### src/rtl/adder_pkg.sv
// -----------------------------------------------------------------------------
// adder_pkg
// Shared definitions for the chunked multi-cycle adder:
//   state_t     - FSM state encoding (IDLE, RUN, DONE)
//   chunk_count - number of CHUNK-bit slices in a WIDTH-bit operand (N)
//   cnt_width   - bits needed for the chunk counter, $clog2(N), at least 1
// -----------------------------------------------------------------------------
package adder_pkg;

  typedef enum logic [1:0] {
    IDLE = 2'd0,
    RUN  = 2'd1,
    DONE = 2'd2
  } state_t;

  function automatic int chunk_count(input int width, input int chunk);
    return width / chunk;
  endfunction

  function automatic int cnt_width(input int width, input int chunk);
    int n;
    n = width / chunk;
    return (n > 1) ? $clog2(n) : 1;
  endfunction

endpackage

### src/rtl/adder_chunk.sv
// -----------------------------------------------------------------------------
// adder_chunk
// Combinational CHUNK-bit ripple-carry adder slice.
// Ports:
//   a, b  in  CHUNK  slice operands
//   ci    in  1      carry in
//   s     out CHUNK  slice sum
//   co    out 1      carry out of the slice MSB
// -----------------------------------------------------------------------------
module adder_chunk #(
  parameter int CHUNK = 4
) (
  input  logic [CHUNK-1:0] a,
  input  logic [CHUNK-1:0] b,
  input  logic             ci,
  output logic [CHUNK-1:0] s,
  output logic             co
);

  always_comb begin
    logic c;
    c = ci;
    s = '0;
    for (int i = 0; i < CHUNK; i++) begin
      s[i] = a[i] ^ b[i] ^ c;
      c    = (a[i] & b[i]) | (c & (a[i] ^ b[i]));
    end
    co = c;
  end

endmodule

### src/rtl/chunked_adder.sv
// -----------------------------------------------------------------------------
// chunked_adder
// Multi-cycle WIDTH-bit adder that processes CHUNK bits per clock through a
// single shared adder_chunk slice, carrying between slices in a register.
// An operation takes N = WIDTH/CHUNK RUN cycles followed by one DONE cycle.
// WIDTH must be a multiple of CHUNK and at least CHUNK.
//
// Optional feature macro: ADDER_SUB_EN
//   defined   - 'sub' port exists; sub=1 computes a - b (b inverted, carry-in
//               forced to 1, cin ignored); cout=1 then means "no borrow".
//   undefined - add only, cin honoured.
//
// Ports:
//   clk    in  1      rising-edge clock
//   rst    in  1      synchronous active-high reset
//   start  in  1      request, sampled only in IDLE or DONE
//   a, b   in  WIDTH  operands, latched on an accepted start
//   cin    in  1      carry in, latched on an accepted start
//   sub    in  1      subtract select (ADDER_SUB_EN only)
//   busy   out 1      high while chunks are being computed
//   done   out 1      one-cycle pulse, result valid
//   sum    out WIDTH  result, held until the next accepted start
//   cout   out 1      carry out of the MSB
//   ovf    out 1      signed two's-complement overflow
// -----------------------------------------------------------------------------
module chunked_adder
  import adder_pkg::*;
#(
  parameter int WIDTH = 8,
  parameter int CHUNK = 4
) (
  input  logic             clk,
  input  logic             rst,
  input  logic             start,
  input  logic [WIDTH-1:0] a,
  input  logic [WIDTH-1:0] b,
  input  logic             cin,
`ifdef ADDER_SUB_EN
  input  logic             sub,
`endif
  output logic             busy,
  output logic             done,
  output logic [WIDTH-1:0] sum,
  output logic             cout,
  output logic             ovf
);

  localparam int N  = chunk_count(WIDTH, CHUNK);
  localparam int CW = cnt_width(WIDTH, CHUNK);
  localparam logic [CW-1:0] LAST = CW'(N - 1);

  state_t           state, state_nxt;
  logic             accept;
  logic             last;
  logic [CW-1:0]    cnt;
  logic             carry;
  logic [WIDTH-1:0] a_r;
  logic [WIDTH-1:0] beff_r;   // effective B operand (inverted when subtracting)
  logic [CHUNK-1:0] ca, cb, cs;
  logic             cco;

  // Shared slice adder, operands selected by the chunk counter
  assign ca = a_r[int'(cnt)*CHUNK +: CHUNK];
  assign cb = beff_r[int'(cnt)*CHUNK +: CHUNK];

  adder_chunk #(.CHUNK(CHUNK)) u_chunk (
    .a  (ca),
    .b  (cb),
    .ci (carry),
    .s  (cs),
    .co (cco)
  );

  always_ff @(posedge clk) begin
    if (rst) state <= IDLE;
    else     state <= state_nxt;
  end

  always_comb begin
    state_nxt = state;
    busy      = 1'b0;
    done      = 1'b0;
    accept    = 1'b0;
    last      = (cnt == LAST);
    case (state)
      IDLE: begin
        if (start) begin
          accept    = 1'b1;
          state_nxt = RUN;
        end
      end
      RUN: begin
        busy = 1'b1;
        if (last) state_nxt = DONE;
      end
      DONE: begin
        done = 1'b1;
        if (start) begin
          accept    = 1'b1;
          state_nxt = RUN;
        end else begin
          state_nxt = IDLE;
        end
      end
      default: state_nxt = IDLE;
    endcase
  end

  // Operand capture: pure data, no reset needed
  always_ff @(posedge clk) begin
    if (accept) begin
      a_r <= a;
`ifdef ADDER_SUB_EN
      beff_r <= sub ? ~b : b;
`else
      beff_r <= b;
`endif
    end
  end

  // Chunk sequencing and result registers
  always_ff @(posedge clk) begin
    if (rst) begin
      cnt   <= '0;
      carry <= 1'b0;
      sum   <= '0;
      cout  <= 1'b0;
      ovf   <= 1'b0;
    end else if (accept) begin
      cnt <= '0;
`ifdef ADDER_SUB_EN
      carry <= sub | cin;     // subtract forces the +1 of two's complement
`else
      carry <= cin;
`endif
    end else if (state == RUN) begin
      sum[int'(cnt)*CHUNK +: CHUNK] <= cs;
      carry <= cco;
      cnt   <= cnt + 1'b1;
      if (last) begin
        cout <= cco;
        // Overflow: operands agree in sign but the result sign differs
        ovf  <= (a_r[WIDTH-1] == beff_r[WIDTH-1]) && (cs[CHUNK-1] != a_r[WIDTH-1]);
      end
    end
  end

endmodule

### config.mk
export PLATFORM = sky130hd
export DESIGN_NAME = chunked_adder
export DESIGN_NICKNAME = d
export VERILOG_FILES = /design/src/rtl/adder_pkg.sv /design/src/rtl/adder_chunk.sv /design/src/rtl/chunked_adder.sv
export SDC_FILE = /design/constraint.sdc
export NUM_CORES = 1
export LEC_CHECK = 0
export ABC_AREA = 1
export CORE_ASPECT_RATIO = 0.5
export CORE_MARGIN = 2
export CORE_UTILIZATION = 48
export DETAILED_ROUTE_END_ITERATION = 6
export HOLD_SLACK_MARGIN = 0.06
export MAX_ROUTING_LAYER = met4
export PLACE_DENSITY = 0.79
export SYNTH_ARGS = -nofsm -noshare
export SYNTH_HDL_FRONTEND = slang
export SYNTH_SLANG_ARGS = --single-unit
### constraint.sdc
create_clock -name clk -period 3.8 [get_ports clk]
set_input_delay 0.76 -clock clk [delete_from_list [all_inputs] [get_ports clk]]
set_output_delay 0.76 -clock clk [all_outputs]
set_load 0.005 [all_outputs]
==> results of run 1 <==
-- flip-flops by register name, summed over array words and instances (netlist names) --
signal and flops:
beff_r 8, cnt 1, state 2, sum 8, carry 1, cout 1
a_r 8, ovf 1
-- how the worst min path moves through the flow --
stage / from / slack [ps] / depth (start not counted) / end
after CTS: sum[5] / 470 / 2 / sum[5]
final: sum[5] / 470 / 2 / sum[5]
after global routing: ovf / 490 / 2 / ovf
after global placement: sum[5] / 460 / 2 / sum[5]
after detailed placement: sum[5] / 470 / 2 / sum[5]
after floorplan: cout / 470 / 2 / cout
-- critical path, delay by kind of cell (launching register included) --
family | cells | cell delay [ps]
adders and majority gates | 4 | 1280
and+or+nand+nor | 4 | 200
muxes | 1 | 310
DFF | 1 | 590
buffers and inverters | 4 | 230
-- through the flow --
stage | hold slack [ps] | utilization (%) | setup slack (ps)
final | 467 | 66.4 | 1060
after global routing | 489 | 66.4 | 847
after CTS | 472 | 66.4 | 1060
after detailed placement | 465 | 63.2 | 1070
after global placement | 461 | 63.2 | 1190
after floorplan | 465 | - | 1410
-- report_power, final --
group / internal (mW) / switching (mW) / total [mW]
Combinational: 0.0574 / 0.0590 / 0.116
Clock: 0.126 / 0.118 / 0.243
Sequential: 0.364 / 0.0115 / 0.376
Total: 0.547 / 0.188 / 0.736
-- kinds of logic after synthesis --
kind of cell               Yosys count  synth area share, %
AOI/OAI and AO/OA                    4                 1.59
adders and majority gates            4                 6.35
buffers and inverters               24                 7.74
DFF                                 30                 60.3
muxes                                4                 3.17
and+or+nand+nor                     59                 20.8
-- layout make-up --
type,count,area (um2),share of cell area [%]
flip-flops and latches,30,761,45.2
clock inverters,2,8.76,0.520
repair buffers,31,310,18.4
well taps,37,46.3,2.75
inverters,22,82.6,4.90
multi-input cells,71,403,23.9
clock buffers,6,72.6,4.31
-- per-layer routing --
layer,wire length [um],GRT usage [%],share of wire [%],vias to the layer above
met5,0,-,0,-
met4,17,4.09,0.78,0
met3,125,8.33,5.7,3
met2,953,23.0,44,24
met1,1080,20.6,50,390
li1,-,-,-,461
-- synth_stat cells --
master / n
edfxtp_1: 16
mux2i_1: 4
fa_1: 4
o21ai_0: 2
nor2_4: 1
buf_6: 1
nand2_1: 36
nand3_1: 11
inv_1: 21
inv_2: 1
dfxtp_1: 14
a21oi_1: 2
nor2_1: 9
nand3_4: 1
nand3_2: 1
clkbuf_1: 1
==> metrics.txt, run 1 <==
syn avg cell area=10.1 um2; placed cells=191; fillers=197; TritonCTS Buffers=5; H-tree levels=2; DR vias=878; CTS tree=yes; Distinct cells, synth=16; critical path's slowest cell=dfxtp_1; Synth Instances=125; Die W=76.5 um; outcome=finished, final reports clean; Post-Route WL=2180 um; CP Data Arrival Time=2920 ps; critical path required time=3980 ps; die height=40.2 um; CP startpoint kind=flop; Hold Fails Final Rpt=0; Critical Path Fanout Max=9; LEAKAGE=0.729 nW; clk_lat worst skew=280 ps; num rows=13; Slew Viols, Final=0; Post-CTS Setup Bufs=0; full die area=3080 um2; post_cts resized=0; CP Cell Sequence=mux2i_1, fa_1, inv_1, fa_1, inv_1, fa_1, inv_1, fa_1, inv_1, nand3_1, nand2_1, nand2_1, nand2_1; vias in the first global route=724; max_cap viols=0; fmax=365 MHz; DRC viols=0; Starting Density=49.7%; NumNets Final=185; most frequent cells in the layout=nand2_1, clkdlybuf4s50_1, inv_1; reg-to-reg startpoint=cnt; number of diodes=0; CP Launch Point=cnt; GRT overflow=0; min cycle time layout=2740 ps; final period utilization=72.2%; synth warn=0; clk sinks=30; Tot GR Track Use=16.2%; Via-to-Cell Ratio=4.41; Slew headroom=59.5%; RSZ-0062 raised after global routing=false; end point of the critical path=ovf; Reg2Reg Setup Slack=1060 ps; initial antenna violation count=0; Final Skew=3.88 ps; Root Driver=clkbuf_8; CTS Buffer Depth=2; CP Capture Type=flop; final cell count without fillers=199; HP Class=reg2reg; pwr/cell area=437 nW/um2; DRT antenna net count=0; Post-DP Area=1600 um2; Avg WL per Cell=10.9 um; syn nets=149; final instance area=1680 um2; number of synthesized register bits=30; I/O Pins=32; mapped cell area=1260 um2; Pwr Total=0.736 mW; clock transition at the registers of the reported paths=60 ps; kind of critical path=reg2reg; gp weighted congestion=0.778; first-pass GRT wire length=3390 um; register area share after synthesis=60.3%; initial DRC count=68; setup TNS=0 ps; Yosys top cell area share=38.1%; CP max stage delay=590 ps; cts hold-fix bufs=0; worst reg2reg path endpoint=ovf; R2R cell count=13; largest cells by area after synthesis=edfxtp_1, dfxtp_1, nand2_1; share of cells above drive strength 1=6.17%; Worst Tran Pin Value=606 ps; DRT Pass-1 Iters=4; pin count of the biggest net entering global routing=17; Max VDD drop=0.000207 V; Layout area overhead=33.5%; Final Setup Violations=0; IO Port Bufs=31; most common cell after layout, fill and taps aside=nand2_1; DP Wirelength=1590 um; area leader, netlist=edfxtp_1; CORE AREA=2540 um2
No activity file was read; power rests on OpenSTA's default activity.
==> run 2, diff against run 1 <==
- CORE_UTILIZATION: 48 -> 47
- PLACE_DENSITY: 0.79 -> 0.78
- clock period: 3.8 -> 2.81 ns (I/O delays scaled with it)
==> run 2 against run 1 <==
Compared with the run above: critical path depth is the same; final area grew 0.97%; flip-flop and latch count is the same; setup slack lost 750 ps; core utilization shrank 0.21 points.
==> metrics.txt, run 2 (synthesis results as in run 1) <==
Clock power frac=34.6% (was 33.1%); switching part of the total power=24.3% (was 25.6%); Final Skew=1.20 ps (was 3.88 ps); Root Driver=clkbuf_8 (unchanged); initial DRC count=53 (was 68); final period utilization=88.9% (was 72.2%); Avg WL per Cell=10.6 um (was 10.9 um); DP Wirelength=1540 um (was 1590 um); placed cells=192 (was 191); CTS tree=yes (unchanged); IO Port Bufs=31 (unchanged); Max VDD drop=0.000303 V (was 0.000207 V); TritonCTS Buffers=5 (unchanged); CP Cell Sequence=mux2i_1, fa_1, inv_1, fa_1, inv_1, fa_1, inv_1, fa_1, inv_1, nand3_1, nand2_1, nand2_1, nand2_1 (unchanged); Critical Path Fanout Max=5 (was 9); share of cells above drive strength 1=6.75% (was 6.17%); most frequent cells in the layout=nand2_1, clkdlybuf4s50_1, inv_1 (unchanged); Hold Fails Final Rpt=0 (unchanged); number of diodes=0 (unchanged); RSZ-0062 raised after global routing=false (unchanged); DR vias=881 (was 878); die height=40.6 um (was 40.2 um); gp weighted congestion=0.873 (was 0.778); vias in the first global route=785 (was 724); CP Capture Type=flop (unchanged); Post-Route WL=2120 um (was 2180 um); min cycle time layout=2500 ps (was 2740 ps); part of the power in registers=49.8% (was 51.1%); Worst Tran Pin Value=586 ps (was 606 ps); top flop regs=a_r: 8 flops, beff_r: 8 flops, sum: 8 flops (unchanged); R2R cell count=13 (unchanged); clk sinks=30 (unchanged); Hold Crit Depth=2 (unchanged); Internal=0.770 mW (was 0.547 mW); NumNets Final=186 (was 185); CTS Buffer Depth=2 (unchanged); CP max stage delay=540 ps (was 590 ps); pwr/cell area=598 nW/um2 (was 437 nW/um2); Tot GR Track Use=16.0% (was 16.2%); post_cts resized=0 (unchanged); CORE AREA=2570 um2 (was 2540 um2); clock transition at the registers of the reported paths=60 ps (about the same); most common cell after layout, fill and taps aside=nand2_1 (unchanged); outcome=finished, final reports clean (unchanged); DRT Pass-1 Iters=4 (unchanged); LEAKAGE=0.738 nW (was 0.729 nW); Net Sw Power=0.247 mW (was 0.188 mW); H-tree levels=2 (unchanged); Starting Density=49.1% (was 49.7%); Pwr Total=1.02 mW (was 0.736 mW); pin count of the biggest net entering global routing=17 (unchanged); GRT overflow=0 (unchanged); full die area=3140 um2 (was 3080 um2); Final Setup Violations=0 (unchanged); cts hold-fix bufs=0 (unchanged); final cell count without fillers=200 (was 199); Slew headroom=60.9% (was 59.5%); fillers=226 (was 197); CP Data Arrival Time=2680 ps (was 2920 ps); max_cap viols=0 (unchanged); critical path's slowest cell=fa_1 (was dfxtp_1); initial antenna violation count=0 (unchanged); DRC viols=0 (unchanged); first-pass GRT wire length=3420 um (was 3390 um); Layout area overhead=34.8% (was 33.5%); clk_lat worst skew=280 ps (about the same); setup TNS=0 ps (unchanged); Post-CTS Setup Bufs=0 (unchanged); DRT antenna net count=0 (unchanged); critical path required time=2990 ps (was 3980 ps); Slew Viols, Final=0 (unchanged); Hold WS=469 ps (was 467 ps); kind of critical path=reg2reg (unchanged); Die W=77.3 um (was 76.5 um); fmax=400 MHz (was 365 MHz); Comb pwr share=15.5% (was 15.8%); num rows=13 (unchanged); HP Class=reg2reg (unchanged); Via-to-Cell Ratio=4.41 (about the same); I/O Pins=32 (unchanged); CP startpoint kind=flop (unchanged)
==> run 2: cell types whose count changed in the layout (fill, tap and decap cells not counted) <==
cell / before / now
clkbuf_1: 1 / 2
clkinv_2: 1 / 0
clkinv_1: 1 / 0
buf_4: 0 / 1
clkbuf_8: 5 / 6
==> run 2: power groups by stage <==
stage          Clock [mW]  Sequential [mW]  Combinational, mW
2_1_floorplan           0            0.513             0.0899
3_3_place_gp            0            0.515              0.155
3_5_place_dp            0            0.516              0.157
4_1_cts             0.360            0.507              0.159
5_1_grt             0.380            0.510              0.180
6_report            0.352            0.507              0.158
==> run 2: worst paths after layout <==
| path | from | slack [ps] | end |
|---|---|---|---|
| min reg2reg | sum[4] | 470 | sum[4] |
| max | cnt | 310 | ovf |
| min | sum[4] | 470 | sum[4] |
| max reg2reg | cnt | 310 | ovf |
==> run 2: layout make-up <==
class	count	area (um2)	share of cell area, %
clock buffer	8	90.1	5.30
inverter	22	82.6	4.86
multi-input combinational	71	403	23.7
sequential	30	761	44.7
tap	37	46.3	2.72
timing repair buffer	32	318	18.7
==> run 2: through the flow <==
| step | area (um2) | setup slack (ps) | util (%) |
|---|---|---|---|
| floorplan | 1260 | 425 | - |
| global placement | 1610 | 351 | 62.7 |
| detailed placement | 1610 | 293 | 62.7 |
| CTS | 1700 | 286 | 66.2 |
| global route | 1700 | 60.3 | 66.2 |
| finish | 1700 | 311 | 66.2 |
==> run 2: worst max-delay path: cells and delay by family, from the launching register on <==
kind,cells,cell delay [ps]
fa+ha+maj,4,1240
flops,1,450
mux,1,270
buf+inv,4,220
simple gates,4,210
==> run 2: layer usage <==
metal  global-route usage (%)  part of all wire [%]
met1                     19.2                    49
met2                     24.1                    44
met3                     5.95                   5.8
met4                     9.38                   1.1
met5                        -                     0
==> run 3, diff against run 2 <==
- GPL_ROUTABILITY_DRIVEN: unset -> 0
==> results of run 3 <==
No change in the layout: final DEF, timing and power equal those of run 2.
